==> src/rtl/skinny_sbox8_serial_if.sv <==
// skinny_sbox8_serial_if: valid/ready byte handshake for the serial SKINNY-128 S-box
interface skinny_sbox8_serial_if;
    logic [7:0] si;
    logic       inv;
    logic       si_valid;
    logic       si_ready;
    logic [7:0] so;
    logic       so_valid;
    logic       so_ready;
    modport master (output si, inv, si_valid, so_ready, input si_ready, so, so_valid);
    modport slave (input si, inv, si_valid, so_ready, output si_ready, so, so_valid);
endinterface

==> src/rtl/skinny_sbox8_serial.sv <==
// skinny_sbox8_serial: SKINNY-128 8-bit S-box and its inverse, UNROLL rounds per clock
module skinny_sbox8_serial #(
    parameter int UNROLL = 1
) (
    input logic clk,
    input logic rst,
    skinny_sbox8_serial_if.slave bus
);
    if (UNROLL != 1 && UNROLL != 2 && UNROLL != 4) begin : g_bad_unroll
        $error("skinny_sbox8_serial: UNROLL must be 1, 2 or 4");
    end

    typedef enum logic [1:0] {IDLE, RUN, DONE} state_t;

    state_t     state, state_nx;
    logic [7:0] st;
    logic       md;
    logic [1:0] cnt;
    logic [2:0] cnt_sum;
    logic [7:0] chain [UNROLL+1];

    function automatic logic [7:0] nl(input logic [7:0] x);
        return {x[7:5], x[4] ^ ~(x[7] | x[6]), x[3:1], x[0] ^ ~(x[3] | x[2])};
    endfunction

    // inverse rounds run in index order 0..3: round 0 undoes P2, the rest undo P1
    function automatic logic [7:0] rnd(input logic [7:0] x, input logic [1:0] r, input logic iv);
        logic [7:0] n, u;
        n = nl(x);
        u = r == 2'd0 ? {x[7:3], x[1], x[2], x[0]} : {x[5], x[4], x[0], x[3], x[1], x[7], x[6], x[2]};
        return iv ? nl(u) : r == 2'd3 ? {n[7:3], n[1], n[2], n[0]}
                                      : {n[2], n[1], n[7], n[6], n[4], n[0], n[3], n[5]};
    endfunction

    assign chain[0] = st;
    for (genvar i = 0; i < UNROLL; i++) begin : g_round
        assign chain[i+1] = rnd(chain[i], cnt + 2'(i), md);
    end

    assign cnt_sum = {1'b0, cnt} + 3'(UNROLL);

    always_ff @(posedge clk) begin
        if (rst) begin
            state <= IDLE;
            st    <= '0;
            md    <= 1'b0;
            cnt   <= '0;
        end else begin
            state <= state_nx;
            if (state == IDLE && bus.si_valid) begin
                st  <= bus.si;
                md  <= bus.inv;
                cnt <= '0;
            end else if (state == RUN) begin
                st  <= chain[UNROLL];
                cnt <= cnt_sum[1:0];
            end
        end
    end

    always_comb begin
        state_nx = state == IDLE ? (bus.si_valid ? RUN : IDLE)
                 : state == RUN  ? (cnt_sum[2] ? DONE : RUN)
                 : (bus.so_ready ? IDLE : DONE);
    end

    always_comb begin
        bus.si_ready = state == IDLE;
        bus.so_valid = state == DONE;
        bus.so       = st;
    end
endmodule

==> src/flat_wrapper.sv <==
// flat-port wrapper written by rule: the top's interface ports become plain ports
module skinny_sbox8_serial_flat 
#(
    parameter int UNROLL = 1
)
  (clk, rst, bus_si, bus_inv, bus_si_valid, bus_so_ready, bus_si_ready, bus_so, bus_so_valid);
  skinny_sbox8_serial_if bus_i ();
  input logic clk;
  input logic rst;
  input wire logic [$bits(bus_i.si)-1:0] bus_si;
  input wire logic [$bits(bus_i.inv)-1:0] bus_inv;
  input wire logic [$bits(bus_i.si_valid)-1:0] bus_si_valid;
  input wire logic [$bits(bus_i.so_ready)-1:0] bus_so_ready;
  output wire logic [$bits(bus_i.si_ready)-1:0] bus_si_ready;
  output wire logic [$bits(bus_i.so)-1:0] bus_so;
  output wire logic [$bits(bus_i.so_valid)-1:0] bus_so_valid;
  assign bus_i.si = bus_si;
  assign bus_i.inv = bus_inv;
  assign bus_i.si_valid = bus_si_valid;
  assign bus_i.so_ready = bus_so_ready;
  assign bus_si_ready = bus_i.si_ready;
  assign bus_so = bus_i.so;
  assign bus_so_valid = bus_i.so_valid;
  skinny_sbox8_serial #(.UNROLL(UNROLL)) u_core (.clk(clk), .rst(rst), .bus(bus_i));
endmodule
==> config.mk <==
export PLATFORM = sky130hd
export DESIGN_NAME = skinny_sbox8_serial_flat
export DESIGN_NICKNAME = d
export VERILOG_FILES = /design/src/rtl/skinny_sbox8_serial_if.sv /design/src/rtl/skinny_sbox8_serial.sv /design/src/flat_wrapper.sv
export SDC_FILE = /design/constraint.sdc
export NUM_CORES = 1
export LEC_CHECK = 0
export BUFFER_PORTS_ARGS = -buffer_cell sky130_fd_sc_hd__buf_4
export CORE_UTILIZATION = 35
export DETAILED_ROUTE_END_ITERATION = 10
export PLACE_DENSITY = 0.62
export SETUP_SLACK_MARGIN = 0.4
export SLEW_MARGIN = 15
export SYNTH_ARGS = -nofsm -noshare
export SYNTH_HDL_FRONTEND = slang
export SYNTH_SLANG_ARGS = --single-unit
==> constraint.sdc <==
create_clock -name clk -period 2.4 [get_ports clk]
set_input_delay 0.72 -clock clk [delete_from_list [all_inputs] [get_ports clk]]
set_output_delay 0.72 -clock clk [all_outputs]
set_load 0.01 [all_outputs]
==> run summary, run 1 <==
The run finished with clean final reports. After technology mapping, the gate count stands at 119. Setup repair after global routing left no endpoint under its margin. The most used flip-flop cell after synthesis is dfxtp_1. Counting every net in the synthesized netlist gives 135. The largest clock skew in the final design came out at 0.00239 ns.

STA classifies the critical path endpoint as an output port. For the finished layout, the period the worst path requires is 1.83 ns. The run gives 23 as the number of top-level design ports. The run gives 0 as the number of hold violations in the final report. The library cells used most frequently in the layout, excluding fill and tap cells, are 23 x buf_4, 19 x nor2_1, 13 x dfxtp_1, 12 x a21oi_1, 10 x nand2_1. Normalized max-slew margin: 0.630. For the pin with the worst max-slew slack, the measured transition is 0.555 ns. Fill cells in the final layout number 266.

For this run the aggregate overflow at the end of global routing stands at 0. The net count of the finished layout is 155. The number of clock buffers added by TritonCTS is 3. The number of pins exceeding their max-slew limit in the final report is 0, and the per-instance average area after synthesis is 7.92 um^2. The wire-length estimate of the detail-placed layout is 1670 um. The tools report the first-pass GRT wire length as 3750 um. In this run the cell area of the synthesized design comes to 942 um^2.

Derived from the worst setup path, the maximum achievable clock frequency is 547 MHz. The run gives 38 as the count of distinct cell types in the synthesized netlist. 0 antenna diodes ended up in the layout. From synthesis to final layout, the design area changed by 20.8%. The via count of the first global-routing pass was 822. The post-CTS clock slew at the launch and capture registers of the worst setup and hold paths came out at 0.08 ns. The clock network latency to the later pin of the worst-skew pair is 0.28 ns. The largest voltage drop on the vdd net was 0.282 mV; the critical path data required time was 1.68 ns. For this design, the sink count on the clock tree is 13. Setup total negative slack on the finished layout was measured at 0 ns. Dividing the detail-routed wire length by the instance count gives 13.7 um.

The tools report the detailed router's first-iteration violation count as 16. Number of detailed-route iterations in the first pass: 4. The share of flip-flops with an asynchronous set or reset was 0; the total global routing track utilization was 0.180. The clock tree buffer depth is 2, and the post-synthesis sequential element count is 13.

The kind of path behind the tightest hold check is reg -> reg. The run gives 1 as the count of H-tree levels built during CTS. The detail-routed via count per cell works out to 5.35. The most frequent standard cell in the layout excluding fill and tap cells was buf_4.

The count of nets left with antenna violations once routing finished came out at 0. The total setup violations reported at the end of the flow is 0. Input and output buffers added on the ports amount to 22. The tools report the clock tree root driver cell as clkbuf_4.

The final layout contains routed wiring with a total length of 2310 um. The run gives 18 as the number of rows created at floorplan. Measured along the x axis, the die boundary spans 53.9 um. Kind of critical path: reg -> out. The sequential fraction of the synthesis area is 0.276. Summed over all cells, the static leakage comes to 0.464 nW.

The number of enable flip-flop cells after synthesis is 0, and the maximum net fanout on the critical path is 10. TritonCTS built the clock tree. The final cycle utilization of the critical path is 0.761. STA classifies the critical path startpoint as a register. The core region is 2500 um^2. Power spread over the standard cell area amounts to 550 nW/um^2.

The floorplan step defined a die boundary enclosing 2900 um^2. The count of placed standard cells in the final layout, fillers left out was 168; the data arrival time of the critical path was 1.11 ns. The number of post-CTS setup repair buffers was 0.

The initial core utilization is 0.377. The number of antenna violations at the first check in global routing was 0; the proportion of layout cells with a drive suffix above 1 was 0.261. Yosys printed 0 warnings.

The vertical die dimension is 53.9 um, and the minimum hold slack is 0.535 ns. In this run, placement finished with an instance count of 164. The run gives 17 as the largest net degree at the start of global routing.

The tools report the total number of vias as 898. The final weighted congestion in routability-driven placement was 0.850. Max-cap violations in this run came to 0. The residual DRC count came out at 0.
==> flip-flops by register name, indices dropped and copies added (netlist names) <==
signal / cells
u_core.state: 2
u_core.md: 1
u_core.bus.so: 8
u_core.cnt: 2
==> final timing paths <==
check,slack [ns],startpoint,endpoint,cells after the start
max,0.57,u_core.state[1],bus_so_valid,2
min,0.54,u_core.bus.so[5],u_core.bus.so[5],2
max reg2reg,0.60,u_core.cnt[0],u_core.bus.so[0],7
min reg2reg,0.54,u_core.bus.so[5],u_core.bus.so[5],2
==> worst max-delay path, stage by stage, from the launching register on <==
cell and delay, ns:
dfxtp_1 0.54, and2b_1 0.17, buf_4 0.11
==> cells by family after synthesis <==
family,count (synthesis),synth area share
flops,13,0.276
compound gates,35,0.271
mux,7,0.0797
xor+xnor,4,0.0372
buf+inv,13,0.0704
simple gates,44,0.226
fa+ha+maj,3,0.0398
==> synth_stat cells, types with 2 or more instances <==
library cell / count / area, um^2
dfxtp_1: 13 / 260
ha_1: 3 / 37.5
nand2b_1: 2 / 12.5
a21oi_1: 12 / 60.1
mux2i_1: 3 / 30.0
nor3_1: 2 / 10.0
o211ai_1: 3 / 22.5
nor2b_1: 2 / 12.5
buf_2: 5 / 25.0
and3_1: 2 / 12.5
o21ai_0: 7 / 35.0
a311oi_1: 2 / 17.5
nand2_1: 10 / 37.5
xnor2_1: 4 / 35.0
nor2_1: 19 / 71.3
mux2_2: 4 / 45.0
inv_1: 5 / 18.8
==> layout make-up <==
class	instances	area, um^2	share of cell area
repair buffers	23	173	0.152
flip-flops and latches	13	260	0.229
inverters	5	18.8	0.0165
multi-input cells	93	623	0.547
well taps	30	37.5	0.0330
clock buffers	4	26.3	0.0231
==> routing by layer <==
| layer | track usage | wire length [um] | part of all wire |
|---|---|---|---|
| met5 | 0 | 0 | 0 |
| met4 | 0.105 | 46 | 0.020 |
| met3 | 0.0254 | 132 | 0.057 |
| met2 | 0.263 | 1050 | 0.45 |
| met1 | 0.247 | 1080 | 0.47 |
==> report_power, final <==
group          internal [mW]  switching [mW]
combinational          0.107           0.107
sequential             0.235          0.0333
clock                 0.0646          0.0797
total                  0.407           0.220
==> stage by stage <==
step	area, um^2	power (mW)	setup slack (ns)	util
global route	1140	0.669	0.411	0.455
global placement	1100	0.483	0.474	0.442
detailed placement	1100	0.485	0.464	0.442
finish	1140	0.627	0.573	0.455
floorplan	942	0.416	0.679	-
CTS	1130	0.630	0.562	0.452
==> what timing repair did <==
action | CTS | global route
endpoints found under the setup margin | 0 | 1
gates resized for setup | 0 | 1
hold buffers | 0 | 0
Power figures use the tool's default switching activity.
==> inputs of run 2 (changes only) <==
--- a/config.mk
+++ b/config.mk
@@ -8,7 +8,7 @@
 export BUFFER_PORTS_ARGS = -buffer_cell sky130_fd_sc_hd__buf_4
 export CORE_UTILIZATION = 35
 export DETAILED_ROUTE_END_ITERATION = 10
-export PLACE_DENSITY = 0.62
+export PLACE_DENSITY = 0.64
 export SETUP_SLACK_MARGIN = 0.4
 export SLEW_MARGIN = 15
 export SYNTH_ARGS = -nofsm -noshare
==> constraint.sdc (replaced) <==
create_clock -name clk -period 1.67 [get_ports clk]
set_input_delay 0.501 -clock clk [delete_from_list [all_inputs] [get_ports clk]]
set_output_delay 0.501 -clock clk [all_outputs]
set_load 0.01 [all_outputs]
==> run 2 against run 1 <==
Against the previous run:
- worst setup slack worse by 0.43 ns
- hold slack worse by 0.085 ns
- die area unchanged
- final area up 44%
- total power up 77%
- register-to-register slack worse by 0.46 ns
- combinational power up 140%
- critical path depth up 5
- via count up 18%
- clock power up 43%
- clock-buffer cell count unchanged
- global-route usage up 3.8 points
- critical path type is now reg -> reg
- critical endpoint is now u_core.bus.so[4]
- largest power group is now combinational cells
- highest routed layer unchanged
==> run summary, run 2 (same netlist as run 1, synthesis figures left out) <==
The run finished with clean final reports. Proportion of total power due to net switching: 0.350 (-0.000501). The run gives 0.00530 ns (+0.00291 ns) as the largest clock skew in the final design. The total setup violations reported at the end of the flow was 0 (unchanged).

The final routed wirelength across all metal layers came out at 3050 um (+32%). The net switching component of the power is 0.388 mW (+77%). Clock tree synthesis selected as its root buffer the cell clkbuf_4. The kind of path behind the tightest hold check is in -> reg. The final setup TNS is 0 ns (unchanged). TritonCTS built the clock tree. The share of total power in combinational logic was 0.469 (+0.128). The tools report the placed instance area as 1200 um^2 (+8.9%). The logs give 0.720 mW (+77%) for the internal power of the cells and 1830 um (+9.1%) for the post-DP HPWL. The library cells used most frequently in the layout, excluding fill and tap cells, are 36 x buf_4, 17 x buf_6, 14 x nor2_1, 9 x dfxtp_4, 8 x nand2_1. From synthesis to final layout, the design area changed by 73.7%. For the initial core utilization, the log shows 0.377 (unchanged). Setup repair after global routing could not meet its margin everywhere. For the post-route cell area, the log shows 1640 um^2 (+44%).

The sort of element at the start of the critical path is a register. The data arrival time of the critical path is 1.74 ns (+0.63 ns), and the leakage power is 0.680 nW (+47%). Number of hold violations in the final report: 0 (unchanged). Leaving out fill and tap cells, the most frequent cell in the layout is buf_4. Share of total power in sequential cells: 0.345 (-0.084). The number of hold-repair buffers added at the cts stage is 0 (unchanged).

Clock network latency to the later pin of the worst-skew pair: 0.28 ns (about the same). The via count of the first global-routing pass was 992 (+21%); the number of rows created at floorplan was 18 (unchanged). Cell at the slowest stage of the critical path: dfxtp_4.

The vertical die dimension was 53.9 um (unchanged). The tools report the number of buffers created by CTS as 3 (unchanged). The horizontal die dimension was 53.9 um (unchanged). Clock sink count: 13 (unchanged). The final core area utilization was 0.655 (+0.199).

Timing would allow up to 656 MHz. The detail-routed via count per cell came out at 5.34 (-0.16%). STA classifies the critical path endpoint as a register. The signal on the critical path passes through inv_4 > ha_4 > mux2_4 > nor2_4 > xnor2_1 > nand3_1 > a211oi_2. The run gives 4 (unchanged) as the number of detailed-route iterations in the first pass.

The final weighted congestion in routability-driven placement was 0.843 (-0.78%); the number of nets in the layout was 186 (+20%). The post-CTS clock slew at the launch and capture registers of the worst setup and hold paths was 0.09 ns (about the same); the largest net degree at the start of global routing was 17 (unchanged). Power density relative to cell area: 677 nW/um^2 (+23%). The maximum net fanout on the critical path is 5 (-5), and the core area is 2500 um^2 (unchanged).

The number of flip-flops under the largest register name came out at 8 (unchanged). The count of buffers inserted at the top-level ports is 22 (unchanged), and the worst setup timing slack at the placement stage is 0.0325 ns (-0.432 ns). The worst path in the final design needs a cycle of 1.53 ns, including I/O delays and setup.

The logs give 197 (-26%) for the filler cell count and 0.453 mV (+61%) for the largest voltage drop on the vdd net. For the residual DRC count, the log shows 0 (unchanged). The final cycle utilization of the critical path is 0.913. The clock network fraction of total power is 0.186 (-0.044), and the number of antenna repair diodes is 0 (unchanged). For the critical path data required time, the log shows 1.88 ns (+0.20 ns). The worst setup slack after layout is 0.145 ns (-0.428 ns). The kind of critical path is reg -> reg.

The maximum cell stage delay along the critical path came out at 0.37 ns (-0.17 ns). The number of antenna-violating nets in the routed design is 0 (unchanged), and the count of H-tree levels built during CTS is 1 (unchanged). The proportion of layout cells with a drive suffix above 1 is 0.627 (+0.366), and the number of antenna violations at the first check in global routing is 0 (unchanged).

The run gives 0.773 (+0.143) as the normalized max-slew margin. The first-pass GRT wire length was 4510 um (+20%); the number of max-capacitance violations reported was 0 (unchanged). The logs give 0 (unchanged) for the aggregate global routing overflow and 22 (+6) for the detailed router's first-iteration violation count. The logs give 1.11 mW (+77%) for the total design power and 0 (unchanged) for the number of pins exceeding their max-slew limit in the final report.

The number of top-level design ports was 23 (unchanged); the routed wirelength normalized by instance count was 15.3 um (+12%). The total number of vias is 1,062 (+18%), and the clock tree buffer depth is 2 (unchanged). Transition time at the pin with the least slew margin: 0.340 ns (-0.215 ns). The run gives 0.218 (+0.0376) as the total global routing track utilization.

Die area: 2900 um^2 (unchanged).
run 2: cell count changes in the layout (fill, tap and decap cells not counted), sizes merged:
| cell | delta |
|---|---|
| buf | +31 |
run 2: routing by layer:
metal / global-route usage / wire [um] / vias up
met1: 0.279 / 1360 / 498
met2: 0.370 / 1490 / 36
met4: 0.0702 / 60 / 0
met3: 0.0311 / 136 / 8
met5: 0 / 0 / -
li1: - / - / 520
run 2: worst max-delay path: cells and delay by family (launching register included):
kind / cells / cell delay, ns
flip-flops: 1 / 0.37
multiplexers: 1 / 0.33
AND/OR/NAND/NOR: 2 / 0.20
AO/OA/AOI/OAI: 1 / 0.19
adder cells (fa/ha/maj): 1 / 0.17
XOR/XNOR: 1 / 0.12
buffers and inverters: 1 / 0.08
run 2: layout make-up:
class | instances | area, um^2 | area share
Clock buffer | 4 | 26.3 | 0.0161
Inverter | 5 | 26.3 | 0.0161
Multi-Input combinational cell | 93 | 767 | 0.469
Sequential cell | 13 | 298 | 0.182
Tap cell | 30 | 37.5 | 0.0229
Timing Repair Buffer | 54 | 482 | 0.294
run 2: metrics by stage:
step	hold slack (ns)	cells
2_1_floorplan	0.491	119
3_5_place_dp	0.515	169
5_1_grt	0.461	199
4_1_cts	0.459	195
3_3_place_gp	0.501	169
6_report	0.451	199
run 2: power by group through the flow:
stage,clock network (mW),logic (mW),registers [mW]
final,0.206,0.519,0.382
after global routing,0.222,0.556,0.386
after CTS,0.210,0.473,0.381
after detailed placement,0,0.349,0.393
after global placement,0,0.344,0.393
after floorplan,0,0.246,0.389
run 2: final timing paths:
kind,start,end,slack [ns],depth (start not counted)
min,bus_inv,u_core.md,0.45,3
max,u_core.cnt[1],u_core.bus.so[4],0.14,7
min reg2reg,u_core.bus.so[2],u_core.bus.so[2],0.51,2
max reg2reg,u_core.cnt[1],u_core.bus.so[4],0.14,7
run 2: what timing repair did:
| action | 4_1_cts | 5_1_grt |
|---|---|---|
| pin swaps | 14 | 10 |
| buffers inserted | 22 | 4 |
| resized for setup | 47 | 19 |
| setup endpoints to repair | 20 | 21 |
==> inputs of run 3 (changes only) <==
--- a/config.mk
+++ b/config.mk
@@ -6,9 +6,9 @@
 export NUM_CORES = 1
 export LEC_CHECK = 0
 export BUFFER_PORTS_ARGS = -buffer_cell sky130_fd_sc_hd__buf_4
-export CORE_UTILIZATION = 35
+export CORE_UTILIZATION = 47
 export DETAILED_ROUTE_END_ITERATION = 10
-export PLACE_DENSITY = 0.64
+export PLACE_DENSITY = 0.8
 export SETUP_SLACK_MARGIN = 0.4
 export SLEW_MARGIN = 15
 export SYNTH_ARGS = -nofsm -noshare
==> run 3 against run 2 <==
Against the previous run:
- maximum frequency decreased by 6.1%
- via count rose by 6.5%
- global-route usage is 9.2 points higher
- clock power is essentially flat
- hold slack gained 0.041 ns
- combinational power grew 4.6%
==> run summary, run 3 (same netlist as run 1, synthesis figures left out) <==
Data arrival time of the critical path: 1.80 ns (+0.06 ns). The number of buffers created by CTS was 3 (unchanged). Setup repair after global routing could not meet its margin everywhere.

The run gives 0 (unchanged) as the aggregate global routing overflow. The maximum cell stage delay along the critical path was 0.39 ns (+0.02 ns). The share of total power in combinational logic is 0.480 (+0.011). The tools report the die area as 2190 um^2 (-25%). The kind of critical path is reg -> reg. The tools report the endpoint class of the critical path as a register.

The clock network fraction of total power was 0.180 (-0.006). The power density relative to cell area was 726 nW/um^2 (+7.2%). The post-CTS clock slew at the launch and capture registers of the worst setup and hold paths was 0.09 ns (about the same). Leaving out fill and tap cells, the most frequent cell in the layout is buf_4. The tools report the largest net degree at the start of global routing as 15 (-2). The vertical die dimension was 46.8 um (-13%). The clock tree buffer depth was 2 (unchanged); the number of pins exceeding their max-slew limit in the final report was 0 (unchanged). Number of flip-flops under the largest register name: 8 (unchanged). The number of max-capacitance violations reported is 0 (unchanged). The number of detailed-route iterations in the first pass came out at 5 (+1). The startpoint identified for the worst register-to-register timing path is u_core.cnt[1]. Traced cell by cell, the critical path runs through inv_4 > ha_4 > nand2_1 > nor3b_4 > xnor2_2 > a21oi_2 > o41ai_2. The final cycle utilization of the critical path was 0.973 (+0.0597). Proportion of total power due to net switching: 0.360 (+0.0103). The detailed router's first-iteration violation count was 76 (+250%); the placed instance area was 1180 um^2 (-1.8%).

The number of top-level design ports is 23 (unchanged), and the internal power of the cells is 0.725 mW (+0.59%). The largest individual stage delay along the critical path comes from the cell dfxtp_4. The run gives 3430 um (+12%) as the final routed wirelength across all metal layers. The highest clock frequency the design can meet came out at 615 MHz (-6.1%). The clock sink count was 13 (unchanged); the clock network latency to the later pin of the worst-skew pair was 0.28 ns (about the same). The growth of design area from synthesis to finish is 65.6%. The maximum net fanout on the critical path was 5 (unchanged). The share of total power in sequential cells came out at 0.341 (-0.004).

The net switching component of the power was 0.408 mW (+5.2%). The largest clock skew in the final design was 0.00977 ns (+0.00447 ns). The filler cell count was 96 (-51%).

The start point of the worst hold path is bus_inv. The count of cells along the worst hold path is 3 (unchanged), and the residual DRC count is 0 (unchanged). The tools report the post-DP HPWL as 1860 um (+2.1%).

The reg-to-reg critical path endpoint was u_core.bus.so[0]. The minimum clock period came out at 1.63 ns (+0.0998 ns). The total setup violations reported at the end of the flow came out at 0 (unchanged).

The run gives 1800 um^2 (-28%) as the core area. For the final setup TNS, the log shows 0 ns (unchanged). The number of hold violations in the final report is 0 (unchanged).

The leakage power was 0.627 nW (-7.8%). The proportion of layout cells with a drive suffix above 1 works out to 0.566 (-0.0612). The top cell types in the final layout, fill and taps aside, are 30 x buf_4, 17 x nor2_1, 12 x buf_6, 10 x nand2_1, 10 x dfxtp_4.

Number of nets in the layout: 176 (-5.4%). For hold timing, the worst endpoint is u_core.md. The transition time at the pin with the least slew margin was 0.395 ns (+0.0552 ns).

The kind of path behind the tightest hold check is in -> reg. Number of antenna repair diodes: 0 (unchanged). Number of antenna violations at the first check in global routing: 0 (unchanged).

The total number of vias is 1,131 (+6.5%), and the number of antenna-violating nets in the routed design is 0 (unchanged). The flow ran to the end, and the final reports show no timing, DRC or antenna violations. The detail-routed via count per cell works out to 6.15 (+15%).

The first-pass GRT wire length was 4660 um (+3.2%); the initial core utilization was 0.523 (+0.146). The run gives 1560 um^2 (-4.7%) as the post-route cell area. The tools report the via count of the first global-routing pass as 1,019 (+2.7%). The worst setup path is launched from a register. The logs give 1.85 ns (-0.03 ns) for the critical path data required time and 0.914 (+8.4%) for the final weighted congestion in routability-driven placement.

Clock tree synthesis selected as its root buffer the cell clkbuf_4. The count of buffers inserted at the top-level ports is 22 (unchanged), and the number of cells on the worst reg-to-reg path is 7 (unchanged). For the number of hold-repair buffers added at the cts stage, the log shows 0 (unchanged).

The total global routing track utilization came out at 0.310 (+0.0919). TritonCTS built the clock tree. The number of rows created at floorplan was 15 (-3); the horizontal die dimension was 46.8 um (-13%). Minimum setup slack among reg-to-reg paths: 0.04 ns (-0.10 ns). The logs give 0.735 (-0.0382) for the normalized max-slew margin and 1 (unchanged) for the count of H-tree levels built during CTS. The tools report the largest voltage drop on the vdd net as 0.484 mV (+6.9%). The routed wirelength normalized by instance count is 18.6 um (+22%).
run 3: power groups by stage:
| stage | Sequential, mW | Combinational (mW) | Clock, mW |
|---|---|---|---|
| floorplan | 0.389 | 0.246 | 0 |
| global placement | 0.392 | 0.334 | 0 |
| detailed placement | 0.393 | 0.341 | 0 |
| CTS | 0.381 | 0.452 | 0.203 |
| global route | 0.389 | 0.570 | 0.222 |
| finish | 0.386 | 0.543 | 0.203 |
run 3: how the worst max path moves through the flow:
stage                       start               end  slack [ns]  cells after the start
floorplan           u_core.cnt[0]  u_core.bus.so[4]        0.18                      8
global placement     bus_si_valid  u_core.bus.so[6]        0.09                      6
detailed placement   bus_si_valid  u_core.bus.so[6]        0.06                      6
CTS                 u_core.cnt[1]  u_core.bus.so[4]        0.18                      7
global route        u_core.cnt[1]  u_core.bus.so[0]       0.008                      7
finish              u_core.cnt[1]  u_core.bus.so[0]        0.04                      7
run 3: layout make-up:
| type | instances | area, um^2 | share of cell area |
|---|---|---|---|
| Clock buffer | 4 | 26.3 | 0.0168 |
| Inverter | 5 | 23.8 | 0.0152 |
| Multi-Input combinational cell | 93 | 778 | 0.499 |
| Sequential cell | 13 | 300 | 0.192 |
| Tap cell | 25 | 31.3 | 0.0200 |
| Timing Repair Buffer | 44 | 400 | 0.257 |
run 3: per-layer routing:
| layer | global-route usage | up-vias | wire length [um] |
|---|---|---|---|
| met1 | 0.381 | 532 | 1320 |
| met4 | 0.109 | 0 | 92 |
| met5 | 0 | - | 0 |
| met2 | 0.525 | 80 | 1750 |
| met3 | 0.0769 | 16 | 268 |
| li1 | - | 503 | - |
run 3: repair_timing:
item,in CTS,in global routing
resized for setup,36,19
pin swaps,11,7
setup endpoints to repair,21,20
buffers inserted,17,1
hold endpoints to repair,0,0
run 3: worst max-delay path, delay by kind of cell, from the launching register on:
| family | cells | cell delay, ns |
|---|---|---|
| flops | 1 | 0.39 |
| buf+inv | 1 | 0.05 |
| fa+ha+maj | 1 | 0.18 |
| simple gates | 2 | 0.38 |
| xor+xnor | 1 | 0.16 |
| compound gates | 2 | 0.36 |
run 3: through the flow:
stage	utilization	instances	setup WS, ns	power [mW]	hold WS [ns]
after floorplan	-	119	0.177	0.636	0.491
final	0.866	184	0.0448	1.13	0.491
after global routing	0.866	184	0.00808	1.18	0.486
after CTS	0.808	183	0.175	1.04	0.465
after detailed placement	0.656	162	0.0644	0.735	0.520
after global placement	0.656	162	0.0875	0.726	0.501
